--- src/rtl/cv32e40p_obi_data_arbiter.sv ---
// rtl/cv32e40p_obi_data_arbiter.sv - two-to-one OBI data-port arbiter with in-order response routing
// Define OBI_ARB_RR_EN for round-robin arbitration; otherwise port 0 has fixed priority.
module cv32e40p_obi_data_arbiter #(
  parameter int MAX_OUTSTANDING = 2
) (
  input  logic        clk,
  input  logic        rst,
  input  logic        m0_req_i,
  output logic        m0_gnt_o,
  input  logic [31:0] m0_addr_i,
  input  logic        m0_we_i,
  input  logic [3:0]  m0_be_i,
  input  logic [31:0] m0_wdata_i,
  input  logic [5:0]  m0_atop_i,
  output logic        m0_rvalid_o,
  output logic [31:0] m0_rdata_o,
  output logic        m0_err_o,
  input  logic        m1_req_i,
  output logic        m1_gnt_o,
  input  logic [31:0] m1_addr_i,
  input  logic        m1_we_i,
  input  logic [3:0]  m1_be_i,
  input  logic [31:0] m1_wdata_i,
  input  logic [5:0]  m1_atop_i,
  output logic        m1_rvalid_o,
  output logic [31:0] m1_rdata_o,
  output logic        m1_err_o,
  output logic        data_req_o,
  input  logic        data_gnt_i,
  output logic [31:0] data_addr_o,
  output logic        data_we_o,
  output logic [3:0]  data_be_o,
  output logic [31:0] data_wdata_o,
  output logic [5:0]  data_atop_o,
  input  logic        data_rvalid_i,
  input  logic [31:0] data_rdata_i,
  input  logic        data_err_i,
  output logic        busy_o,
  output logic        protocol_err_o
);

  localparam int CNT_W = $clog2(MAX_OUTSTANDING + 1);
  localparam int PTR_W = (MAX_OUTSTANDING > 1) ? $clog2(MAX_OUTSTANDING) : 1;
  localparam logic [CNT_W-1:0] MAX_CNT  = CNT_W'(MAX_OUTSTANDING);
  localparam logic [PTR_W-1:0] LAST_PTR = PTR_W'(MAX_OUTSTANDING - 1);

  logic                       r_lock;
  logic                       r_sel;
  logic                       r_prio;
  logic [CNT_W-1:0]           r_count;
  logic [PTR_W-1:0]           r_wptr;
  logic [PTR_W-1:0]           r_rptr;
  logic [MAX_OUTSTANDING-1:0] r_fifo;

  logic w_active;
  logic w_sel;
  logic w_req;
  logic w_push;
  logic w_pop;
  logic w_head;
  logic w_empty;

  function automatic logic [PTR_W-1:0] f_inc(input logic [PTR_W-1:0] p);
    return (p == LAST_PTR) ? '0 : p + PTR_W'(1);
  endfunction

  // Outputs are forced low while reset is held, not just after the next edge.
  assign w_active = ~rst;
  assign w_empty  = (r_count == '0);

  // A pending (ungranted) request keeps the bus until granted; r_prio stays 0 in fixed mode.
  always_comb begin
    w_sel = 1'b0;
    if (r_lock)
      w_sel = r_sel;
    else if (m0_req_i && m1_req_i)
      w_sel = r_prio;
    else if (m1_req_i)
      w_sel = 1'b1;
  end

  assign w_req  = w_active & (w_sel ? m1_req_i : m0_req_i) & (r_count < MAX_CNT);
  assign w_push = w_req & data_gnt_i;
  assign w_pop  = w_active & data_rvalid_i & ~w_empty;
  assign w_head = r_fifo[r_rptr];

  always_ff @(posedge clk or posedge rst) begin
    if (rst) begin
      r_lock  <= 1'b0;
      r_sel   <= 1'b0;
      r_prio  <= 1'b0;
      r_count <= '0;
      r_wptr  <= '0;
      r_rptr  <= '0;
      r_fifo  <= '0;
    end else begin
      r_lock <= w_req & ~data_gnt_i;
      if (w_req && !data_gnt_i)
        r_sel <= w_sel;
      if (w_push) begin
        r_fifo[r_wptr] <= w_sel;
        r_wptr         <= f_inc(r_wptr);
      end
      if (w_pop)
        r_rptr <= f_inc(r_rptr);
      case ({w_push, w_pop})
        2'b10:   r_count <= r_count + CNT_W'(1);
        2'b01:   r_count <= r_count - CNT_W'(1);
        default: r_count <= r_count;
      endcase
`ifdef OBI_ARB_RR_EN
      if (w_push)
        r_prio <= ~w_sel;
`else
      r_prio <= 1'b0;
`endif
    end
  end

  assign data_req_o   = w_req;
  assign data_addr_o  = w_sel ? m1_addr_i  : m0_addr_i;
  assign data_we_o    = w_sel ? m1_we_i    : m0_we_i;
  assign data_be_o    = w_sel ? m1_be_i    : m0_be_i;
  assign data_wdata_o = w_sel ? m1_wdata_i : m0_wdata_i;
  assign data_atop_o  = w_sel ? m1_atop_i  : m0_atop_i;

  assign m0_gnt_o = w_push & ~w_sel;
  assign m1_gnt_o = w_push &  w_sel;

  assign m0_rvalid_o = w_pop & ~w_head;
  assign m1_rvalid_o = w_pop &  w_head;
  assign m0_rdata_o  = data_rdata_i;
  assign m1_rdata_o  = data_rdata_i;
  assign m0_err_o    = m0_rvalid_o & data_err_i;
  assign m1_err_o    = m1_rvalid_o & data_err_i;

  assign protocol_err_o = w_active & data_rvalid_i & w_empty;
  assign busy_o         = ~w_empty | w_req;

endmodule

--- config.mk ---
export PLATFORM = sky130hd
export DESIGN_NAME = cv32e40p_obi_data_arbiter
export DESIGN_NICKNAME = d
export VERILOG_FILES = /design/src/rtl/cv32e40p_obi_data_arbiter.sv
export SDC_FILE = /design/constraint.sdc
export NUM_CORES = 1
export LEC_CHECK = 0
export CAP_MARGIN = 20
export CORE_AREA = 5 5 127 129
export DETAILED_ROUTE_END_ITERATION = 7
export DIE_AREA = 0 0 132 134
export GPL_ROUTABILITY_DRIVEN = 0
export PLACE_DENSITY = 0.61
export SLEW_MARGIN = 20
export SYNTH_ARGS = -nofsm -noshare
export SYNTH_HDL_FRONTEND = slang
export SYNTH_SLANG_ARGS = --single-unit
--- constraint.sdc ---
create_clock -name clk -period 1.7 [get_ports clk]
set_input_delay 0.34 -clock clk [delete_from_list [all_inputs] [get_ports clk]]
set_output_delay 0.34 -clock clk [all_outputs]
set_load 0.005 [all_outputs]
==> impl_metrics.ini, run 1 <==
[status]
outcome = finished with violations
failed_checks = setup timing

[critical_path]
cp-end-kind = output pin
r2r_slack_ns = -0.27
rr_endpoint = r_count[1]
startpoint_type = flip-flop
startpoint = r_lock
crit_type = reg2out
worstSetupEndpoint = data_wdata_o[18]
critPathArrivalTime_ns = 1.85
required_ns = 1.36
reg2reg_depth = 11
reg2reg_from = r_lock
worst-path-max-fanout = 8

[pwr]
p_sw_uw = 1070
combPwrFrac = 0.766
irDropWorstVdd_mv = 0.3531
powerDensity_mw_per_mm2 = 684.6
total_power_uw = 3383
switching_share = 0.3162
seqPwrFrac = 0.115
clock_power_share = 0.119
power.internal_uw = 2313
total_leakage_power_uw = 0.002228

[route]
routedWlPerCell_um = 21.35
drcViolationCount = 0
first_pass_iters = 4
drtAntennaViolNets = 0
totalWireLength_um = 13130
vias_per_cell = 3.820
via_count = 2349
first_iter_violations = 44

[placement]
io_buffer_count = 240
place_ws_ns = -0.9498
hpwl_um = 9396

[timing]
max_slew_margin = 0.7390
finalCritPeriodShare = 1.287
rsz0062_at_grt = yes
fin_skew_ns = 0.002807
setup_slack_ns = -0.4879
tightestPinTransition_ns = 0.3879
hold_viol = 0
setup_violations = 87
max_freq_mhz = 457.1
slew_viol_final = 0
period_minus_slack_ns = 2.188

[clocking]
numCtsBuffers = 3
clockBufferDepth = 2
h-tree-depth = 1
insertion_delay_ns = 0.23
cts_root_buf = clkbuf_16
postCtsHoldBufs = 0
clkSinkCount = 8
cts_tree = done
path_clk_slew_ns = 0.04

[grt]
grt_max_degree = 9
grtUsageTotal = 0.1350
grt_pass1_vias = 2757
grt_pass1_wl_um = 18060
grt_overflow = 0
grt_antenna_before_repair = 4

[logic_synthesis]
synthArstFlopShare = 1.000
ys_ff_latch = 8
synth_nets = 386
synthCells = 196
seq_area_frac_synth = 0.1040
yosysUniqueCellTypes = 29
syn_area_mm2 = 0.001926
ys.warnings.count = 0
postSynthAreaPerCell_um2 = 9.824
synth_ff_type = dfrtp_1
synth_edf_count = 0

[floorplanning]
num_io_pins = 337
die_x_um = 132
row_count = 45
die_height_um = 134
die-area_mm2 = 0.01769
initial_core_util = 0.1291
core_area_mm2 = 0.01492

[min_path]
hold_path_class = in2async

[cells_and_area]
area_growth_pct = 156.6
mostFrequentLayoutCells = 152 x clkdlybuf4s50_1, 65 x buf_6, 43 x mux2_4
drive_gt1_frac = 0.5634
nNetsFinal = 617
final_common_cell = clkdlybuf4s50_1
fill_cells = 1540

[flow_run]
cap_violations = 0
stage by stage:
step | utilization | hold WS, ns | instances | TNS (ns) | cell area [um^2]
final | 0.3312 | 0.3745 | 615 | -33.98 | 4941
after global routing | 0.3310 | 0.3939 | 614 | -38.45 | 4938
after CTS | 0.3108 | 0.3702 | 612 | -34.15 | 4637
after detailed placement | 0.2771 | 0.5046 | 571 | -72.85 | 4134
after global placement | 0.2771 | 0.4825 | 571 | -72.45 | 4134
after floorplan | - | 0.1638 | 196 | 0 | 1927
per-layer routing:
metal	up-vias	global-route usage	wire (um)
li1	1082	-	-
met1	1061	0.1556	5064
met2	182	0.2308	6381
met3	18	0.06639	1500
met4	6	0.02057	155
met5	-	0	31
worst max-delay path, cell delays in order, from the launching register on:
cell	delay (ns)
dfrtp_2	0.44
nor3b_4	0.22
a21oi_4	0.07
buf_8	0.14
buf_12	0.13
buf_12	0.14
mux2_4	0.33
buf_6	0.12
flip-flops by register name, indices dropped and copies added (netlist names):
register	count
r_lock	1
r_fifo	2
r_rptr	1
r_sel	1
r_wptr	1
r_count	2
cell usage after synthesis (all sizes together), types with 2 or more instances:
cell	instances	share of area
nand3b	3	0.012
xnor2	4	0.018
mux2	75	0.45
a21oi	4	0.016
dfrtp	8	0.10
nand2	2	0.0039
o31ai	3	0.012
inv	3	0.0058
buf	73	0.31
nor2	7	0.014
power groups by stage:
stage	sequential [uW]	combinational [uW]	clock [uW]
finish	389	2590	403
global route	395	2740	418
CTS	373	2360	412
detailed placement	360	1830	0
global placement	356	1820	0
floorplan	360	855	0
worst min path at each step:
stage	from	end	slack, ns	depth (start not counted)
detailed placement	r_fifo[0]	r_fifo[0]	0.50	2
global route	rst	r_count[1]	0.39	4
floorplan	rst	r_count[0]	0.16	1
finish	rst	r_count[0]	0.37	4
global placement	r_rptr	r_rptr	0.48	1
CTS	rst	r_count[0]	0.37	4
cells by family (layout without fill, tap and decap cells):
kind of cell               Yosys count  count (layout)  synth area share
and+or+nand+nor                     22              22           0.06694
AOI/OAI and AO/OA                    8               8           0.03054
xor gates and xnor gates             5               5           0.02274
buffers and inverters               76             306            0.3138
muxes                               76              76            0.4555
other                                0               1                 0
adders and majority gates            1               1          0.006497
DFF                                  8               8            0.1040
timing repair:
item	CTS	global route
gates resized for setup	417	73
gates cloned	8	0
endpoints found under the setup margin	87	88
pin swaps	10	6
setup buffers	32	5
area by class of cell:
type                    count  area [um^2]  share of cell area
diodes                      1        2.502           0.0005065
multi-input cells         112         1364              0.2760
inverters                   3        13.76            0.002786
clock buffers               4        78.83             0.01595
well taps                 188        235.2             0.04761
repair buffers            299         3045              0.6164
flip-flops and latches      8        201.4             0.04077
Note: power is estimated with default switching activity, not from simulation.
==> inputs of run 2 (changes only) <==
- SKIP_CTS_REPAIR_TIMING: unset -> 1
- TNS_END_PERCENT: unset -> 20
==> run 2 against run 1 <==
The flow still finishes with violations (setup timing). Highest routed layer unchanged. Register-to-register slack better by 0.10 ns. Sequential share of layout area increased by 0.63 points. Sequential cell count unchanged. Critical path depth down 2. Core utilization shrank 4.4 points. Global-route usage fell by 2.3 points. Fmax shrank 7.0%.
==> impl_metrics.ini, run 2 (synthesis results as in run 1) <==
[critical_path]
reg2reg_from = r_lock
crit_type = reg2out
max_stage_delay_ns = 0.46
crit_cells = 5
required_ns = 1.36
startpoint_type = flip-flop
cp_num_buf_inv = 3
critPathTopFamily = buffers and inverters
cp-end-kind = output pin
cp_slowest_cell = clkdlybuf4s50_1
reg2reg_depth = 9
crit_chain = a21oi_4 -> buf_12 -> buf_8 -> mux2_2 -> clkdlybuf4s50_1
critPathArrivalTime_ns = 2.01
r2r_slack_ns = -0.17
startpoint = r_lock
worst-path-max-fanout = 15

[timing]
setup_slack_ns = -0.6530
slew_viol_final = 0
period_minus_slack_ns = 2.353
max_freq_mhz = 425.0
tightestPinTransition_ns = 0.3217
max_slew_margin = 0.7836
setup_violations = 80
rsz0062_at_grt = yes
tns_ns = -33.09
finalCritPeriodShare = 1.384
hold_viol = 0
fin_skew_ns = 0.001759

[clocking]
cts_root_buf = clkbuf_16
h-tree-depth = 1
clockBufferDepth = 2
numCtsBuffers = 3
path_clk_slew_ns = 0.04
insertion_delay_ns = 0.23
clkSinkCount = 8
cts_tree = done

[floorplanning]
initial_core_util = 0.1291
die_height_um = 134
num_io_pins = 337
core_area_mm2 = 0.01492
row_count = 45
die-area_mm2 = 0.01769
die_x_um = 132

[route]
drtAntennaViolNets = 0
routedWlPerCell_um = 19.79
totalWireLength_um = 11540
vias_per_cell = 3.746
drcViolationCount = 0
via_count = 2184
first_iter_violations = 56
first_pass_iters = 4

[grt]
grt_antenna_before_repair = 5
grtUsageTotal = 0.1121
grt_overflow = 0
grt_max_degree = 61
grt_pass1_wl_um = 15300
grt_pass1_vias = 2466

[pwr]
total_power_uw = 2664
total_leakage_power_uw = 0.001926
powerDensity_mw_per_mm2 = 622.3
irDropWorstVdd_mv = 0.3232

[min_path]
hold_path_class = in2async

[cells_and_area]
stdcell_area_mm2 = 0.004280
fin_cells = 583
nNetsFinal = 585
drive_gt1_frac = 0.3985
mostFrequentLayoutCells = 180 x clkdlybuf4s50_1, 64 x mux2_2, 40 x clkbuf_2
area_growth_pct = 122.3
final_common_cell = clkdlybuf4s50_1
top_regs = r_count x2, r_fifo x2

[placement]
io_buffer_count = 240
dp_cells = 571
hpwl_um = 9396
place_area_mm2 = 0.004134

[status]
failed_checks = setup timing
outcome = finished with violations

[flow_run]
cap_violations = 0
[run 2: cell types whose count changed in the layout (fill, tap and decap cells not counted), moves of 19 or more]
cell	change
mux2_4	-32
clkdlybuf4s50_1	+28
buf_6	-63
mux2_2	+32
buf_2	-24
clkbuf_2	+38
dlymetal6s2s_1	+19
[run 2: routing by layer]
layer | vias up | track usage | share of wire
met5 | - | 0 | 0.0030
met4 | 8 | 0.01943 | 0.0068
met3 | 18 | 0.06714 | 0.12
met2 | 181 | 0.1839 | 0.48
met1 | 959 | 0.1273 | 0.38
li1 | 1018 | - | -
[run 2: report_power, final]
group / total [uW] / leakage (uW) / internal, uW / switching (uW)
Combinational: 1890 / 0.00179 / 1250 / 645
Clock: 403 / 0.0000382 / 312 / 91.2
Sequential: 370 / 0.0000971 / 282 / 88.2
[run 2: worst reg2reg max path, cell delays in order (launching register included)]
cell	delay, ns
dfrtp_2	0.43
buf_4	0.15
nand3b_1	0.12
nand3_2	0.11
or2_4	0.26
buf_4	0.16
ha_4	0.15
xnor2_1	0.15
nor2_1	0.08
xor2_1	0.14
[run 2: worst paths after layout]
kind	end
worst max-delay path	data_addr_o[15]
worst min register to register	r_rptr
max in group asynchronous	r_lock
min in group clk	r_rptr
worst min-delay path	r_count[1]
worst max register to register	r_count[1]
[run 2: cell type report]
type,count,area (um^2)
clock buffer,4,78.83
tap,188,235.2
inverter,3,11.26
antenna,1,2.502
sequential,8,201.4
timing repair buffer,267,2567
fill,1577,10640
multi-input combinational,112,1184
[run 2: metrics by stage]
| step | utilization | hold WS, ns | worst slack (ns) |
|---|---|---|---|
| floorplan | - | 0.1638 | 0.01788 |
| global placement | 0.2771 | 0.4825 | -0.9562 |
| detailed placement | 0.2771 | 0.5046 | -0.9498 |
| CTS | 0.2823 | 0.5124 | -0.9621 |
| global route | 0.2869 | 0.3228 | -0.7129 |
| finish | 0.2869 | 0.3002 | -0.6530 |
